===== src/rtl/fp_div_seq.sv =====
// rtl/fp_div_seq.sv - sequential restoring floating-point divider, res = n / x
//
// Purpose:
//   Radix-2 restoring divider for an IEEE-754-style format set by EXP_W/MAN_W.
//   One quotient bit is produced per cycle. The quotient is then normalised and
//   rounded to nearest-even. Zero, infinity and NaN operands take a short path
//   straight from UNPACK to DONE. Subnormal operands and results flush to zero.
//
// Ports:
//   clk          rising-edge clock
//   rst          synchronous active-high reset; aborts any operation in flight
//   r_i          start request, honoured only in IDLE
//   n, x         dividend and divisor, captured on the accepting edge
//   res          registered result, held until a new result is loaded
//   r_o          one-cycle done pulse
//   busy         high while an operation is in flight (state != IDLE)
//   div_by_zero  finite nonzero divided by zero
//   invalid      NaN operand, 0/0 or inf/inf
//   overflow     result exponent too large, result forced to signed infinity
//   underflow    result below the smallest normal, flushed to signed zero
module fp_div_seq #(
    parameter int EXP_W = 8,
    parameter int MAN_W = 23
) (
    input  logic                     clk,
    input  logic                     rst,
    input  logic                     r_i,
    input  logic [EXP_W+MAN_W:0]     n,
    input  logic [EXP_W+MAN_W:0]     x,
    output logic [EXP_W+MAN_W:0]     res,
    output logic                     r_o,
    output logic                     busy,
    output logic                     div_by_zero,
    output logic                     invalid,
    output logic                     overflow,
    output logic                     underflow
);

    localparam int W  = 1 + EXP_W + MAN_W;
    localparam int Q  = MAN_W + 4;
    localparam int EW = EXP_W + 2;
    localparam int CW = $clog2(Q + 1);

    localparam logic [EXP_W-1:0]     EXP_ONES = '1;
    localparam logic signed [EW-1:0] BIAS     = EW'((1 << (EXP_W - 1)) - 1);
    localparam logic signed [EW-1:0] E_MAX    = EW'((1 << EXP_W) - 1);
    localparam logic signed [EW-1:0] E_ZERO   = '0;
    localparam logic [CW-1:0]        CNT_LAST = CW'(Q - 1);

    typedef enum logic [2:0] {
        S_IDLE,
        S_UNPACK,
        S_DIV,
        S_NORM,
        S_ROUND,
        S_DONE
    } state_t;

    state_t                 r_state;
    logic [W-1:0]           r_n;
    logic [W-1:0]           r_x;
    logic [MAN_W:0]         r_b;
    logic [MAN_W+1:0]       r_rem;
    logic [Q-1:0]           r_q;
    logic [CW-1:0]          r_cnt;
    logic signed [EW-1:0]   r_e;
    logic                   r_sign;
    logic                   r_sticky;
    logic [W-1:0]           r_res;
    logic                   r_r_o;
    logic                   r_busy;
    logic                   r_dbz;
    logic                   r_invalid;
    logic                   r_overflow;
    logic                   r_underflow;

    // Operand fields and classification
    logic [EXP_W-1:0] w_n_exp;
    logic [EXP_W-1:0] w_x_exp;
    logic [MAN_W-1:0] w_n_frac;
    logic [MAN_W-1:0] w_x_frac;
    logic             w_n_zero;
    logic             w_x_zero;
    logic             w_n_inf;
    logic             w_x_inf;
    logic             w_n_nan;
    logic             w_x_nan;
    logic             w_sign;

    assign w_n_exp  = r_n[W-2:MAN_W];
    assign w_x_exp  = r_x[W-2:MAN_W];
    assign w_n_frac = r_n[MAN_W-1:0];
    assign w_x_frac = r_x[MAN_W-1:0];
    assign w_n_zero = (w_n_exp == '0);
    assign w_x_zero = (w_x_exp == '0);
    assign w_n_inf  = (w_n_exp == EXP_ONES) && (w_n_frac == '0);
    assign w_x_inf  = (w_x_exp == EXP_ONES) && (w_x_frac == '0);
    assign w_n_nan  = (w_n_exp == EXP_ONES) && (w_n_frac != '0);
    assign w_x_nan  = (w_x_exp == EXP_ONES) && (w_x_frac != '0);
    assign w_sign   = r_n[W-1] ^ r_x[W-1];

    logic [W-1:0] w_qnan;
    logic [W-1:0] w_inf;
    logic [W-1:0] w_zero;

    assign w_qnan = {1'b0, EXP_ONES, 1'b1, {(MAN_W-1){1'b0}}};
    assign w_inf  = {w_sign, EXP_ONES, {MAN_W{1'b0}}};
    assign w_zero = {w_sign, {(W-1){1'b0}}};

    // Fast-path decode; order matters: invalid cases win over divide-by-zero,
    // and inf/0 is a plain infinity without the divide-by-zero flag.
    logic         w_special;
    logic [W-1:0] w_spec_res;
    logic         w_spec_inv;
    logic         w_spec_dbz;

    always_comb begin
        w_special  = 1'b1;
        w_spec_res = w_zero;
        w_spec_inv = 1'b0;
        w_spec_dbz = 1'b0;
        if (w_n_nan || w_x_nan || (w_n_zero && w_x_zero) || (w_n_inf && w_x_inf)) begin
            w_spec_res = w_qnan;
            w_spec_inv = 1'b1;
        end else if (w_x_zero) begin
            w_spec_res = w_inf;
            w_spec_dbz = !w_n_inf;
        end else if (w_n_inf) begin
            w_spec_res = w_inf;
        end else if (w_x_inf || w_n_zero) begin
            w_spec_res = w_zero;
        end else begin
            w_special = 1'b0;
        end
    end

    // Biased quotient exponent, wide enough to hold both out-of-range directions
    logic signed [EW-1:0] w_e_init;
    assign w_e_init = $signed({2'b00, w_n_exp}) - $signed({2'b00, w_x_exp}) + BIAS;

    // One restoring step
    logic             w_ge;
    logic [MAN_W+1:0] w_rem_sub;
    assign w_ge      = (r_rem >= {1'b0, r_b});
    assign w_rem_sub = w_ge ? (r_rem - {1'b0, r_b}) : r_rem;

    // Quotient is in (0.5, 2): at most one left shift brings the leading one to Q-1
    logic [Q-1:0] w_q_norm;
    assign w_q_norm = r_q[Q-1] ? r_q : {r_q[Q-2:0], 1'b0};

    // Rounding: q = [hidden][MAN_W fraction bits][guard][round][lowest]
    logic [MAN_W-1:0]     w_frac;
    logic                 w_guard;
    logic                 w_round;
    logic                 w_inc;
    logic [MAN_W:0]       w_mant;
    logic                 w_carry;
    logic signed [EW-1:0] w_e_rnd;

    assign w_frac  = r_q[Q-2:3];
    assign w_guard = r_q[2];
    assign w_round = r_q[1];
    assign w_inc   = w_guard && (w_round || r_sticky || w_frac[0]);
    assign w_mant  = {1'b0, w_frac} + {{MAN_W{1'b0}}, w_inc};
    assign w_carry = w_mant[MAN_W];
    assign w_e_rnd = r_e + $signed({{(EW-1){1'b0}}, w_carry});

    always_ff @(posedge clk) begin
        if (rst) begin
            r_state     <= S_IDLE;
            r_n         <= '0;
            r_x         <= '0;
            r_b         <= '0;
            r_rem       <= '0;
            r_q         <= '0;
            r_cnt       <= '0;
            r_e         <= '0;
            r_sign      <= 1'b0;
            r_sticky    <= 1'b0;
            r_res       <= '0;
            r_r_o       <= 1'b0;
            r_busy      <= 1'b0;
            r_dbz       <= 1'b0;
            r_invalid   <= 1'b0;
            r_overflow  <= 1'b0;
            r_underflow <= 1'b0;
        end else begin
            case (r_state)
                S_IDLE: begin
                    if (r_i) begin
                        r_n         <= n;
                        r_x         <= x;
                        r_dbz       <= 1'b0;
                        r_invalid   <= 1'b0;
                        r_overflow  <= 1'b0;
                        r_underflow <= 1'b0;
                        r_busy      <= 1'b1;
                        r_state     <= S_UNPACK;
                    end
                end
                S_UNPACK: begin
                    r_sign <= w_sign;
                    if (w_special) begin
                        r_res     <= w_spec_res;
                        r_invalid <= w_spec_inv;
                        r_dbz     <= w_spec_dbz;
                        r_r_o     <= 1'b1;
                        r_state   <= S_DONE;
                    end else begin
                        r_b     <= {1'b1, w_x_frac};
                        r_rem   <= {2'b01, w_n_frac};
                        r_q     <= '0;
                        r_cnt   <= '0;
                        r_e     <= w_e_init;
                        r_state <= S_DIV;
                    end
                end
                S_DIV: begin
                    r_rem <= {w_rem_sub[MAN_W:0], 1'b0};
                    r_q   <= {r_q[Q-2:0], w_ge};
                    r_cnt <= r_cnt + 1'b1;
                    if (r_cnt == CNT_LAST) begin
                        r_state <= S_NORM;
                    end
                end
                S_NORM: begin
                    r_q      <= w_q_norm;
                    r_e      <= r_q[Q-1] ? r_e : (r_e - 1'b1);
                    r_sticky <= (|r_rem) | w_q_norm[0];
                    r_state  <= S_ROUND;
                end
                S_ROUND: begin
                    if (w_e_rnd >= E_MAX) begin
                        r_res      <= {r_sign, EXP_ONES, {MAN_W{1'b0}}};
                        r_overflow <= 1'b1;
                    end else if (w_e_rnd <= E_ZERO) begin
                        r_res       <= {r_sign, {(W-1){1'b0}}};
                        r_underflow <= 1'b1;
                    end else begin
                        // On carry-out the fraction bits of w_mant are already zero
                        r_res <= {r_sign, w_e_rnd[EXP_W-1:0], w_mant[MAN_W-1:0]};
                    end
                    r_r_o   <= 1'b1;
                    r_state <= S_DONE;
                end
                S_DONE: begin
                    r_r_o   <= 1'b0;
                    r_busy  <= 1'b0;
                    r_state <= S_IDLE;
                end
                default: begin
                    r_state <= S_IDLE;
                end
            endcase
        end
    end

    assign res         = r_res;
    assign r_o         = r_r_o;
    assign busy        = r_busy;
    assign div_by_zero = r_dbz;
    assign invalid     = r_invalid;
    assign overflow    = r_overflow;
    assign underflow   = r_underflow;

endmodule

===== config.mk =====
export PLATFORM = sky130hd
export DESIGN_NAME = fp_div_seq
export DESIGN_NICKNAME = d
export VERILOG_FILES = /design/src/rtl/fp_div_seq.sv
export SDC_FILE = /design/constraint.sdc
export NUM_CORES = 1
export LEC_CHECK = 0
export ABC_AREA = 1
export BUFFER_PORTS_ARGS = -buffer_cell sky130_fd_sc_hd__buf_2
export CAP_MARGIN = 20
export CORE_ASPECT_RATIO = 0.9
export CORE_UTILIZATION = 51
export DETAILED_ROUTE_END_ITERATION = 7
export PLACE_DENSITY = 0.71
export SYNTH_ARGS = -nofsm -noshare
export SYNTH_HDL_FRONTEND = slang
export SYNTH_SLANG_ARGS = --single-unit

===== constraint.sdc =====
create_clock -name clk -period 6.6 [get_ports clk]
set_clock_uncertainty 0.1 [all_clocks]
set_input_delay 0.66 -clock clk [delete_from_list [all_inputs] [get_ports clk]]
set_output_delay 0.66 -clock clk [all_outputs]
set_load 0.1 [all_outputs]

=== Word-level counts from Yosys, hierarchy flattened ===
Index checks and enable logic that the tools add are counted.

* Flip-flop bits (word level): 198
* Bits of input ports: 67
* Output and inout bits: 38
* Word-level logic and storage cells: 133

* $add $sub $neg: 7
* Order comparisons: 3
* Equality and inequality tests: 16
* Multiplexer cells: 43
* Bitwise gates (word level): 3
* Reductions and logical operators: 43

{| class="wikitable"
|+ Operators with widths
! operator !! number
|-
| two-way mux 31 bit || 4
|-
| one-hot mux 27 bit (3 select lines) || 1
|-
| two-way mux 32 bit || 2
|-
| one-hot mux 32 bit (2 select lines) || 1
|-
| two-way mux 27 bit || 2
|-
| one-hot mux 25 bit (2 select lines) || 1
|-
| zero test 23 bit || 2
|-
| nonzero test 23 bit || 2
|-
| greater-or-equal comparator 25 x 24 -> 1 bit || 1
|-
| two-way mux 25 bit || 1
|-
| OR reduction 25 bit || 1
|-
| adder 23 x 1 -> 24 bit || 1
|-
| two-way mux 24 bit || 1
|-
| subtractor 24 bit || 1
|-
| two-way mux 10 bit || 2
|-
| one-hot mux 10 bit (2 select lines) || 1
|-
| == test 8 bit (second input constant) || 2
|-
| zero test 8 bit || 2
|-
| != test 2 bit (second input constant) || 8
|-
| AND reduction 2 bit || 8
|-
| two-way mux 1 bit || 15
|-
| one-hot mux 3 bit (5 select lines) || 1
|-
| AND reduction 3 bit || 4
|-
| nonzero test 2 bit || 6
|-
| other kinds (25) || 45
|}

=== Longest topological paths before layout ===
* Depth after elaboration: 9
* Gate-level depth with buffers: 21
* Depth with buffers taken out: 20

=== Worst setup path before layout ===
Ideal clock, no wire load.

* Path type: reg2reg
* From: reg r_q[5]
* To: reg r_res[17] (netlist: res[17])
* Arrival: 2867 ps
* Required time: 6430 ps
* Setup slack: 3563 ps
* Cell stages (with the launch flop): 20
* Cells stage by stage: dfxtp_1 nand2_1 nor2_1 nand2_1 nor3_2 nand4_1 nor4_1 ha_1 ha_1 nand2_1 nor2_2 nand3_1 xor2_1 inv_2 nand3_2 nand2_2 nor2_2 buf_4 nand3_1 a21oi_1

* Word-level cells in the longest chain between the ends: 6

{| class="wikitable"
|+ RTL lines
! element !! RTL line !! source
|-
| start, declared || 64 || <nowiki>logic [Q-1:0] r_q;</nowiki>
|-
| start signal, assigned || 220 || <nowiki>r_q <= {r_q[Q-2:0], w_ge};</nowiki>
|-
| start signal, assigned || 227 || <nowiki>r_q <= w_q_norm;</nowiki>
|-
| adder 23 x 1 -> 24 bit (*) || 164 || <nowiki>assign w_mant = {1'b0, w_frac} + {{MAN_W{1'b0}}, w_inc};</nowiki>
|-
| adder 10 x 2 -> 10 bit || 166 || <nowiki>assign w_e_rnd = r_e + $signed({{(EW-1){1'b0}}, w_carry});</nowiki>
|-
| <= comparator 10 x 1 -> 1 bit || 236 || <nowiki>end else if (w_e_rnd <= E_ZERO) begin</nowiki>
|-
| two-way mux 31 bit || 236 ||
|-
| two-way mux 31 bit (*) || 233 || <nowiki>if (w_e_rnd >= E_MAX) begin</nowiki>
|-
| one-hot mux 32 bit (2 select lines) (*) || 188 || <nowiki>case (r_state)</nowiki>
|-
| end signal, assigned || 234 || <nowiki>r_res <= {r_sign, EXP_ONES, {MAN_W{1'b0}}};</nowiki>
|-
| end signal, assigned || 237 || <nowiki>r_res <= {r_sign, {(W-1){1'b0}}};</nowiki>
|-
| end signal, assigned || 241 || <nowiki>r_res <= {r_sign, w_e_rnd[EXP_W-1:0], w_mant[MAN_W-1:0]};</nowiki>
|-
| end, declared || 69 || <nowiki>logic [W-1:0] r_res;</nowiki>
|}

Every way passes the cells marked *; elsewhere a longest branch is shown, timed or not.
A chain may end at the register's enable or synchronous reset.

=== Worst setup path in the final report ===
Same ends and word-level chain as after synthesis.

==> out/metrics.cfg <==
[logic_synthesis]
yosysUniqueCellTypes=47
synth-main-ff-cell=dfxtp_1
synth_edf_count=0
synth-seq-cells=198
yosys_warnings=0
syn-num-nets=1942
netlist_instances=1834
synth-async-reset-ratio=0
yosysSeqAreaShare=0.3364
syn_area_per_cell_um2=6.425
syn-cell-area_um2=11780

[die]
io_pins=105
start_util=0.5219
chipHeight_um=146.2
die_area_um2=23720
core_area_um2=22580
num_rows=52
die_width_um=162.2

[cts]
cts_resized=0
cts_root_buffer=clkbuf_16
cts_tree=done
clock_path_buffers=2
clk_latency_ns=0.45
clkTransAtPathRegs_ns=0.09
clock-sinks=198
hold_buffers=0
cts_setup_buffers=0
cts_buffers=17
h-tree-depth=4

[timing]
holdWs_ns=0.3613
max_freq_mhz=239.6
hold_viol=0
period_share=0.6325
layout_setup_ws_ns=2.426
setup_viol=0
period_needed_ns=4.174
worst_pin_slew_ns=1.033
tns_ns=0
slew_violations=0
rsz0062_at_grt=no
max_slew_margin=0.3104

[worst_setup_path]
ff2ff_path_depth=18
path_class=register to register
critical_path.cell_chain=nand2_1 -> nor2_1 -> nand2_1 -> nor3_2 -> nand4_1 -> nor4_1 -> ha_1 -> ha_1 -> nand2_1 -> nor2_2 -> nand3_1 -> xor2_1 -> inv_2 -> nand3_2 -> nand2_2 -> nor2_2 -> nand3_1 -> a21oi_1
cp-end-kind=register
cp.arrival_ns=4.45
r2r_setup_slack_ns=2.43
cp_num_buf_inv=1
worst-path-max-fanout=20
slowest_stage=nor2_2
required_ns=6.87
cp-startpoint=r_q[5]$_SDFFE_PP0P_
rr_endpoint=res[17]$_SDFFE_PP0P_
critPathLaunchType=register
r2r-start=r_q[5]$_SDFFE_PP0P_
path_common_cell=nand2_1
cp_slowest_stage_delay_ns=0.59
cp_top_family=simple AND/OR/NAND/NOR gates

[finish]
final_common_cell=nand2_1
final_cell_mix=nand2_1 (428), inv_1 (232), dfxtp_1 (198)
area_growth_pct=10.34
nNetsFinal=1992
utilization=0.5759
register_area_um2=3964
multi_input_area_um2=6546
layout-drive-gt1-share=0.09541
fillers=2195
diodes=0

[worst_hold_path]
worstHoldPathType=register to register
min-delay-start=r_x[31]$_SDFFE_PP0P_
whs_endpoint=r_x[31]$_SDFFE_PP0P_
worstHoldPathCells=2

[routing]
vias=11831
via_per_inst=5.392
route.detailed.drc=0
wire_per_inst_um=14.50
ant_nets=0
drt_iter0_markers=914
totalWireLength_um=31810
dr.pass1.iters=7

[power_and_ir_drop]
p_leak_uw=0.006097
p_sw_frac=0.5368
combPwrFrac=0.632
ir_drop_v=0.0002452
p_clk_frac=0.143
p_sw_uw=4191
internal-power_uw=3616
p_seq_frac=0.225
total_power_uw=7807
power_density_nw_per_um2=600.5

[placed_design]
hpwl_um=23070
portBuffers=104
place_ws_ns=2.483
place.gp.congestion=0.9680

[global_routing]
grt_first_pass_wirelength_um=52480
first_global_vias=10493
grt_max_degree=122
grtUsageTotal=0.2725
antenna_found_initial=0
grt_overflow=0

[status]
status=finished clean

[job]
maxCapViolations=0

logic make-up after synthesis:
| group | share of synthesized area |
|---|---|
| AO/OA/AOI/OAI | 0.1427 |
| XOR/XNOR | 0.01933 |
| adder cells (fa/ha/maj) | 0.04481 |
| buffers and inverters | 0.1091 |
| flip-flops | 0.3364 |
| multiplexers | 0.0008496 |
| AND/OR/NAND/NOR | 0.3468 |
worst max-delay path by stage:
stage | to | cells after the start | slack, ns
6_report | res[17]$_SDFFE_PP0P_ | 18 | 2.43
5_1_grt | res[4]$_SDFFE_PP0P_ | 17 | 1.97
4_1_cts | res[12]$_SDFFE_PP0P_ | 17 | 2.46
3_5_place_dp | res[12]$_SDFFE_PP0P_ | 18 | 2.48
3_3_place_gp | res[4]$_SDFFE_PP0P_ | 18 | 2.63
2_1_floorplan | res[17]$_SDFFE_PP0P_ | 19 | 3.56
metal layers:
layer | part of all wire | wire (µm) | track usage
met1 | 0.49 | 15750 | 0.4010
met2 | 0.42 | 13300 | 0.4032
met3 | 0.074 | 2358 | 0.05597
met4 | 0.013 | 412 | 0.06462
met5 | 0 | 0 | 0
stage by stage:
stage                     area, µm²  std cells
after floorplan               11780       1834
after global placement        12340       2161
after detailed placement      12340       2161
after CTS                     12990       2193
after global routing          13000       2194
final                         13000       2194
registers in the layout, indices dropped and copies added, names as in the netlist:
name and cells:
r_rem 25, r_q 27, r_sticky 1, r_o 1
div_by_zero 1, r_x 32, r_e 10, busy 1
underflow 1, r_n 32, r_state 3, r_b 24
r_sign 1, invalid 1, res 32, r_cnt 5
overflow 1
cells in the mapped netlist, types with 2 or more instances:
| cell | instances | area (µm²) |
|---|---|---|
| ha_1 | 39 | 488.0 |
| clkbuf_1 | 55 | 206.5 |
| buf_2 | 7 | 35.03 |
| nor2_2 | 8 | 50.05 |
| nor4_1 | 4 | 25.02 |
| nand2_2 | 7 | 43.79 |
| o21ai_1 | 2 | 10.01 |
| a21oi_1 | 188 | 940.9 |
| nand3_1 | 176 | 880.8 |
| fa_1 | 2 | 40.04 |
| nor2_1 | 193 | 724.4 |
| nand3b_1 | 25 | 187.7 |
| a31oi_1 | 3 | 18.77 |
| or2_2 | 4 | 25.02 |
| buf_1 | 2 | 7.510 |
| buf_6 | 6 | 67.56 |
| inv_2 | 4 | 15.01 |
| nor3_1 | 17 | 85.08 |
| nand3_2 | 3 | 30.03 |
| o21a_1 | 3 | 22.52 |
| xor2_1 | 12 | 105.1 |
| inv_1 | 233 | 874.6 |
| o21ai_0 | 117 | 585.6 |
| nand2_1 | 428 | 1607 |
| o21bai_1 | 5 | 37.54 |
| and2_1 | 2 | 12.51 |
| nand3_4 | 2 | 35.03 |
| nor3_2 | 2 | 20.02 |
| nand4_1 | 48 | 300.3 |
| dfxtp_1 | 198 | 3964 |
| buf_4 | 10 | 75.07 |
| xnor2_1 | 14 | 122.6 |
layout make-up:
type	instances	share of cell area
multi-input combinational	1318	0.5035
sequential	198	0.3049
inverter	238	0.06871
timing repair buffer	111	0.04465
clock buffer	17	0.03272
tap	297	0.02858
clock inverter	15	0.01694
worst reg2reg max path, delay by kind of cell, from the launching register on:
kind	cells	cell delay, ns
xor+xnor	1	0.17
simple gates	13	2.67
flops	1	0.43
compound gates	1	0.18
fa+ha+maj	2	0.48
buf+inv	1	0.08
power by group through the flow:
| stage | sequential, µW | clock [µW] | combinational, µW |
|---|---|---|---|
| after floorplan | 1880 | 0 | 3760 |
| after global placement | 1770 | 0 | 4770 |
| after detailed placement | 1780 | 0 | 4820 |
| after CTS | 1750 | 1130 | 4850 |
| after global routing | 1800 | 1170 | 5580 |
| final | 1760 | 1120 | 4930 |
Power figures use the tool's default switching activity.
